<file path="src/rtl/ps2_host_transmitter.sv">
// Host-to-device PS/2 command transmitter: inhibit, request-to-send, 8 data bits,
// odd parity and stop, then the device ack, with a watchdog over the device-clocked part.
module ps2_host_transmitter #(
    parameter int ClkFrequency = 100_000_000,
    parameter int InhibitUs    = 100,
    parameter int RequestUs    = 2,
    parameter int TimeoutUs    = 15000,
    parameter int FilterLen    = 8
) (
    input  logic       clk,
    input  logic       rst,
    input  logic       txStart,
    input  logic [7:0] txData,
    input  logic       ps2ClkIn,
    input  logic       ps2DataIn,
    output logic       ps2ClkOe,
    output logic       ps2DataOe,
    output logic       txBusy,
    output logic       txDone,
    output logic       txError,
    output logic       rxInhibit
);
    localparam int CyclesPerUs   = ClkFrequency / 1_000_000;
    localparam int InhibitCycles = CyclesPerUs * InhibitUs;
    localparam int RequestCycles = CyclesPerUs * RequestUs;
    localparam int TimeoutCycles = CyclesPerUs * TimeoutUs;
    localparam int TmrMax        = (InhibitCycles > RequestCycles) ? InhibitCycles : RequestCycles;
    localparam int TmrW          = $clog2(TmrMax) + 1;
    localparam int WdgW          = $clog2(TimeoutCycles) + 1;
    localparam int FltW          = $clog2(FilterLen) + 1;
    localparam logic [TmrW-1:0] InhibitLast = TmrW'(InhibitCycles - 1);
    localparam logic [TmrW-1:0] RequestLast = TmrW'(RequestCycles - 1);
    localparam logic [WdgW-1:0] TimeoutLast = WdgW'(TimeoutCycles - 1);
    localparam logic [FltW-1:0] FilterLast  = FltW'(FilterLen - 1);

    typedef enum logic [2:0] {
        S_IDLE, S_INHIBIT, S_REQUEST, S_SHIFT, S_ACK, S_WAIT_IDLE, S_DONE
    } state_t;

    logic [1:0]      clk_sync_q, data_sync_q;
    logic            clk_filt_q, clk_filt_prev_q;
    logic [FltW-1:0] flt_cnt_q;
    logic            fall;

    // The filtered clock flips only after FilterLen consecutive disagreeing samples.
    always_ff @(posedge clk) begin
        if (rst) begin
            clk_sync_q      <= '1;
            data_sync_q     <= '1;
            clk_filt_q      <= 1'b1;
            clk_filt_prev_q <= 1'b1;
            flt_cnt_q       <= '0;
        end else begin
            clk_sync_q      <= {clk_sync_q[0], ps2ClkIn};
            data_sync_q     <= {data_sync_q[0], ps2DataIn};
            clk_filt_prev_q <= clk_filt_q;
            if (clk_sync_q[1] == clk_filt_q) begin
                flt_cnt_q <= '0;
            end else if (flt_cnt_q == FilterLast) begin
                clk_filt_q <= clk_sync_q[1];
                flt_cnt_q  <= '0;
            end else begin
                flt_cnt_q <= flt_cnt_q + 1'b1;
            end
        end
    end

    assign fall = clk_filt_prev_q & ~clk_filt_q;

    state_t          state_q, state_d;
    logic [7:0]      byte_q, byte_d;
    logic            parity_q, parity_d;
    logic [3:0]      bit_cnt_q, bit_cnt_d;
    logic [TmrW-1:0] tmr_q, tmr_d;
    logic [WdgW-1:0] wdg_q, wdg_d;
    logic            err_q, err_d;
    logic            clk_oe_q, clk_oe_d;
    logic            data_oe_q, data_oe_d;
    logic            wdg_expired;

    assign wdg_expired = (wdg_q == TimeoutLast);

    always_ff @(posedge clk) begin
        if (rst) begin
            state_q   <= S_IDLE;
            byte_q    <= '0;
            parity_q  <= 1'b0;
            bit_cnt_q <= '0;
            tmr_q     <= '0;
            wdg_q     <= '0;
            err_q     <= 1'b0;
            clk_oe_q  <= 1'b0;
            data_oe_q <= 1'b0;
        end else begin
            state_q   <= state_d;
            byte_q    <= byte_d;
            parity_q  <= parity_d;
            bit_cnt_q <= bit_cnt_d;
            tmr_q     <= tmr_d;
            wdg_q     <= wdg_d;
            err_q     <= err_d;
            clk_oe_q  <= clk_oe_d;
            data_oe_q <= data_oe_d;
        end
    end

    always_comb begin
        state_d   = state_q;
        byte_d    = byte_q;
        parity_d  = parity_q;
        bit_cnt_d = bit_cnt_q;
        tmr_d     = tmr_q;
        wdg_d     = wdg_q;
        err_d     = err_q;
        clk_oe_d  = clk_oe_q;
        data_oe_d = data_oe_q;
        case (state_q)
            S_IDLE: begin
                if (txStart) begin
                    byte_d    = txData;
                    parity_d  = ~^txData;
                    err_d     = 1'b0;
                    tmr_d     = '0;
                    clk_oe_d  = 1'b1;
                    data_oe_d = 1'b0;
                    state_d   = S_INHIBIT;
                end
            end
            S_INHIBIT: begin
                tmr_d = tmr_q + 1'b1;
                if (tmr_q == InhibitLast) begin
                    tmr_d     = '0;
                    data_oe_d = 1'b1;
                    state_d   = S_REQUEST;
                end
            end
            S_REQUEST: begin
                tmr_d = tmr_q + 1'b1;
                if (tmr_q == RequestLast) begin
                    clk_oe_d  = 1'b0;
                    bit_cnt_d = '0;
                    wdg_d     = '0;
                    state_d   = S_SHIFT;
                end
            end
            S_SHIFT: begin
                wdg_d = wdg_q + 1'b1;
                if (wdg_expired) begin
                    clk_oe_d  = 1'b0;
                    data_oe_d = 1'b0;
                    err_d     = 1'b1;
                    state_d   = S_DONE;
                end else if (fall) begin
                    bit_cnt_d = bit_cnt_q + 1'b1;
                    if (bit_cnt_q < 4'd8) begin
                        data_oe_d = ~byte_q[bit_cnt_q[2:0]];
                    end else if (bit_cnt_q == 4'd8) begin
                        data_oe_d = ~parity_q;
                    end else begin
                        data_oe_d = 1'b0;
                        state_d   = S_ACK;
                    end
                end
            end
            S_ACK: begin
                wdg_d = wdg_q + 1'b1;
                // An ack edge landing on the expiry cycle still counts as the answer.
                if (fall) begin
                    err_d   = data_sync_q[1];
                    state_d = S_WAIT_IDLE;
                end else if (wdg_expired) begin
                    clk_oe_d  = 1'b0;
                    data_oe_d = 1'b0;
                    err_d     = 1'b1;
                    state_d   = S_DONE;
                end
            end
            S_WAIT_IDLE: begin
                wdg_d = wdg_q + 1'b1;
                if (clk_filt_q && data_sync_q[1]) begin
                    state_d = S_DONE;
                end else if (wdg_expired) begin
                    clk_oe_d  = 1'b0;
                    data_oe_d = 1'b0;
                    err_d     = 1'b1;
                    state_d   = S_DONE;
                end
            end
            S_DONE: begin
                state_d = S_IDLE;
            end
            default: begin
                state_d   = S_IDLE;
                clk_oe_d  = 1'b0;
                data_oe_d = 1'b0;
            end
        endcase
    end

    assign ps2ClkOe  = clk_oe_q;
    assign ps2DataOe = data_oe_q;
    assign txBusy    = (state_q != S_IDLE);
    assign rxInhibit = (state_q != S_IDLE);
    assign txDone    = (state_q == S_DONE);
    assign txError   = (state_q == S_DONE) & err_q;
endmodule

</file>
<file path="config.mk">
export PLATFORM = sky130hd
export DESIGN_NAME = ps2_host_transmitter
export DESIGN_NICKNAME = d
export VERILOG_FILES = /design/src/rtl/ps2_host_transmitter.sv
export SDC_FILE = /design/constraint.sdc
export NUM_CORES = 1
export LEC_CHECK = 0
export ABC_AREA = 1
export CAP_MARGIN = 25
export CORE_MARGIN = 1
export CORE_UTILIZATION = 35
export CTS_CLUSTER_SIZE = 40
export DETAILED_ROUTE_END_ITERATION = 12
export PLACE_DENSITY = 0.62
export SYNTH_ARGS = -nofsm -noshare
export SYNTH_HDL_FRONTEND = slang
export SYNTH_SLANG_ARGS = --single-unit
export TNS_END_PERCENT = 30
</file>
<file path="constraint.sdc">
create_clock -name clk -period 2.7 [get_ports clk]
set_clock_uncertainty 0.2 [all_clocks]
set_input_delay 0.54 -clock clk [delete_from_list [all_inputs] [get_ports clk]]
set_output_delay 0.54 -clock clk [all_outputs]
set_load 0.02 [all_outputs]
</file>
# Yosys cells after proc, flatten, opt, wreduce, memory -nomap -nowiden
# Index checks and enable logic that the tools add are counted.
# totals
output_inout_bits,6
regBits,66
in_bits,13
# classes
n_lt_le_gt_ge,2
n_reduce_logical,21
n_mux,42
eq_ne,22
n_bitwise,8
add_sub_neg,4
# op_table
op,n
one-hot mux 15 bit (3 select lines),1
one-hot mux 22 bit (2 select lines),1
two-way mux 15 bit,2
two-way mux 3 bit,10
adder 22 x 1 -> 22 bit (second input constant),1
equality test 22 x 21 -> 1 bit (second input constant),1
two-way mux 22 bit,1
two-way mux 1 bit,18
one-hot mux 3 bit (6 select lines),1
adder 15 x 1 -> 15 bit (second input constant),1
equality test 15 x 14 -> 1 bit (second input constant),1
equality test 15 x 8 -> 1 bit (second input constant),1
!= test 2 bit (second input constant),7
two-way mux 4 bit,3
one-hot mux 1 bit (6 select lines),2
AND reduction 6 bit,2
equality test 3 bit (second input constant),3
!= test 3 bit (second input constant),3
adder 4 x 1 -> 4 bit (second input constant),2
one-hot mux 4 bit (2 select lines),1
AND reduction 2 bit,4
XNOR reduction 8 bit,1
equality test 3 x 2 -> 1 bit (second input constant),2
NOT 1 bit,6
19 further kinds,24

# Logic depth before layout (Yosys ltp)
# Gate-level depths: netlist of run 1.
# depth
word_depth,7
depth_mapped,13
depth_no_buf,13

# Least setup slack after synthesis of run 1
# OpenSTA, ideal clock, no wires.
# synth_timing
path_type,register to register
start,register wdg_q[0]
end,register bit_cnt_q[2]
synth_period_minus_slack_ps,1881
n_path_buf,0
setup_slack_ps,819
stages_incl_launch_ff,12
t_required_ps,2430
t_arrival_ps,1611
cell_sequence,dfxtp_1 > ha_1 > nand2_1 > inv_1 > nand2_1 > nor2_1 > nand3_2 > nor2_1 > nor2_1 > o21ai_0 > nand2_1 > a21oi_1
# synth_between
elab_chain_cells,3
# synth_rtl
element,line,text
from (decl),75,"logic [WdgW-1:0] wdg_q, wdg_d;"
from (signal assigned),100,wdg_q <= wdg_d;
equality test 22 x 21 -> 1 bit,81,assign wdg_expired = (wdg_q == TimeoutLast);
!= test 2 bit (no line),-,
AND reduction 4 bit (no line),-,
to (signal assigned),98,bit_cnt_q <= bit_cnt_d;
to (decl),73,"logic [3:0] bit_cnt_q, bit_cnt_d;"
# Every way passes these cells.
# A chain may end at the register's enable or synchronous reset.

# Final worst setup path of run 1
# layout_timing
start,register state_q[1]
end,output txDone
# layout_between
elab_chain_cells,1
# layout_rtl
element,line,text
from (decl),70,"state_t state_q, state_d;"
from (signal assigned),95,state_q <= state_d;
equality test 3 bit,204,assign txDone = (state_q == S_DONE);
to (decl),19,"output logic txDone,"
# Every way passes these cells.

==> results of run 1 <==
[layout make-up]
type                            instances  area share [%]
Clock buffer                            9            2.90
Inverter                               77            6.76
Clock inverter                          7            1.23
Tap cell                              136            3.98
Sequential cell                        66            30.9
Multi-Input combinational cell        428            49.1
Timing Repair Buffer                   23            5.15
[where the power goes]
group	total (W)	switching [W]	internal, W
sequential	0.00117	0.0000936	0.00108
clock	0.000752	0.000415	0.000337
combinational	0.00106	0.000687	0.000372
total	0.00298	0.00120	0.00179
[logic make-up after synthesis]
| logic type | count (synthesis) | synth area share, % |
|---|---|---|
| DFF | 66 | 35.0 |
| adders and majority gates | 5 | 1.66 |
| and+or+nand+nor | 330 | 38.9 |
| buffers and inverters | 88 | 9.44 |
| xor gates and xnor gates | 16 | 3.71 |
| AOI/OAI and AO/OA | 77 | 11.3 |
[critical path: cells and delay by family (launching register included)]
kind,cells,cell delay (ns)
buf+inv,3,0.80
flops,1,0.42
simple gates,2,0.26
[sequential cells by signal, indices dropped and copies added (netlist names)]
| signal | flops |
|---|---|
| clk_filt_q | 1 |
| state_q | 3 |
| clk_filt_prev_q | 1 |
| tmr_q | 15 |
| byte_q | 8 |
| parity_q | 1 |
| clk_sync_q | 2 |
| wdg_q | 22 |
| data_sync_q | 2 |
| bit_cnt_q | 4 |
| flt_cnt_q | 4 |
| ps2ClkOe | 1 |
| ps2DataOe | 1 |
| err_q | 1 |
[Yosys cell counts]
library cell,instances,area (um2)
o211ai_1,1,7.51
nand3b_1,2,15.0
a21oi_1,40,200
nand2_4,1,11.3
a211o_1,1,8.76
xnor2_1,7,61.3
buf_4,3,22.5
o21ai_0,27,135
nor3_2,2,20.0
inv_2,5,18.8
nor2_1,80,300
clkbuf_1,6,22.5
nand4_1,13,81.3
or2_2,10,62.6
buf_6,2,22.5
o21bai_1,2,15.0
nor3_1,14,70.1
dfxtp_1,66,1320
a31oi_1,1,6.26
o211a_1,1,10.0
nor3_4,1,16.3
and3_1,2,12.5
nand3_1,48,240
nor2_2,2,12.5
nand3_4,1,17.5
xor2_1,9,78.8
a21o_1,2,15.0
inv_1,72,270
nand2_2,3,18.8
nand3_2,2,20.0
o21ai_4,1,16.3
nor3b_1,1,7.51
ha_1,5,62.6
nor2_4,1,11.3
a211oi_2,1,12.5
nand2_1,147,552
[how the worst max path moves through the flow]
stage               startpoint           end  slack (ns)  cells after the start
detailed placement         rst  flt_cnt_q[2]        0.39                      5
global route        state_q[1]        txDone        0.03                      5
floorplan             wdg_q[0]  bit_cnt_q[2]        0.82                     11
finish              state_q[1]        txDone        0.15                      5
global placement       txStart     tmr_q[13]        0.45                      9
CTS                 state_q[1]       txError        0.05                      5
[per-stage QoR]
step / instance area [um2] / cells / hold slack, ns / utilization [%] / power, W
2_1_floorplan: 3780 / 582 / 0.189 / - / 0.00201
3_3_place_gp: 4100 / 730 / 0.197 / 39.5 / 0.00223
3_5_place_dp: 4100 / 730 / 0.198 / 39.5 / 0.00224
4_1_cts: 4270 / 746 / 0.231 / 41.2 / 0.00301
5_1_grt: 4280 / 746 / 0.255 / 41.2 / 0.00322
6_report: 4280 / 746 / 0.223 / 41.2 / 0.00298
[cells in the final DEF, fill, tap and decap left out, drive strengths merged, types with 2 or more instances in the layout]
master / n
xor2: 9
dfxtp: 66
o21ai: 28
and3: 2
nor3: 17
inv: 79
xnor2: 7
nand4: 13
clkdlybuf4s50: 17
clkinvlp: 4
nand3b: 2
ha: 5
or2: 10
nand2: 151
nand3: 51
a21o: 2
buf: 5
o21bai: 2
nor2: 83
a21oi: 40
clkbuf: 9
[layer usage]
metal  vias to the layer above  track usage (%)  wire length (um)
met3                        13             3.71               295
met5                         -                0                 0
met1                      1669             21.2              4230
li1                       1906                -                 -
met4                         0             5.56               149
met2                        70             27.1              3940
==> results_dict.tcl, run 1 <==
set metrics [dict create \
    clk_latency_ns 0.35 \
    reg2reg_setup_slack_ns 0.52 \
    p_leak_nw 1.79 \
    status "completed" \
    yosysWarnings 0 \
    cp_slowest_stage_delay_ns 0.60 \
    cp_max_fo 8 \
    whs_path_depth 1 \
    io_buffers 18 \
    rr_worst_depth 11 \
    dpl.hpwl_um 6380 \
    drt-vias-per-instance 4.90 \
    cts_num_sinks 66 \
    worst_r2r_endpoint "bit_cnt_q[3]" \
    maxSlewHeadroom_pct 67.0 \
    start_util_pct 36.4 \
    critPathRequiredTime_ns 1.96 \
    seq_area_um2 1320 \
    max_freq_ghz 0.391 \
    crit_type "reg2out" \
    wl_per_cell_um 11.5 \
    r2r-start "wdg_q[1]" \
    vdd_drop_max_mv 0.333 \
    routabilityCongestion 0.857 \
    clkTransAtPathRegs_ns 0.08 \
    slew_violations 0 \
    cp_slowest_cell "clkdlybuf4s50_1" \
    grt_use_total_pct 16.5 \
    rows 37 \
    synth_seq_area_share_pct 35.0 \
    multi_input_area_um2 2100 \
    grt_pass1_vias 3318 \
    setup_violations 0 \
    dieArea_um2 11200 \
    finalCritPeriodShare_pct 94.6 \
    die_h_um 106 \
    die_x_um 106 \
    start_kind "register" \
    synthesis.area_um2 3780 \
    drv_cap 0 \
    power_per_cell_area_nw_per_um2 697 \
    whs_endpoint "clk_sync_q[1]" \
    grt_pass1_wl_um 15000 \
    cts_setup_buffers 0 \
    cts-resized-gates 0 \
    grt_antenna_before_repair 0 \
    core_um2 10400 \
    fill_cells 1088 \
    ios 19 \
    max_slew.worst_pin.slew_ns 0.493 \
    ys_types 36 \
    grt_setup_unrepaired "false" \
    wirelength_um 8610 \
    hp-start "clk_sync_q[0]" \
    tns_ns 0 \
    cts_root_buf "clkbuf_8" \
    post-route-min-period_ns 2.55 \
    syn_inst 582 \
    setup_ws_ns 0.145 \
    cts_max_path_buffers 2 \
    ys_ff_latch 66 \
    syn_to_final_growth_pct 13.3 \
    cts_tree "done" \
    n_antenna_cell 0 \
    drtAntennaViolNets 0 \
    pre_cts_ws_ns 0.387 \
    grt_overflow_total 0 \
    synth_nets 600 \
    cp-end-kind "output port" \
    hold_path_class "reg2reg" \
    finalHoldViolations 0 \
    syn_area_per_cell_um2 6.49 \
    drc 0 \
    nNetsFinal 623 \
    grt_max_degree 27 \
    num_vias 3658 \
    cts.htree.levels 3 \
    drt_iter0_markers 215 \
    drtPass1Iterations 5 \
    layout-drive-gt1-share_pct 8.52 \
    numCtsBuffers 9 \
    cts-hold-fix-buffers 0 \
    cp.arrival_ns 1.81 \
    worstPathCellList "inv_2, nor2_1, nand2_1, inv_1, clkdlybuf4s50_1" \
]
Power figures use the tool's default switching activity.
==> run 2: changes to the inputs <==
SKIP_CTS_REPAIR_TIMING = 1   (was not set)
==> results of run 2 <==
Same layout as run 1: the final DEF is identical, and so are final timing and power.
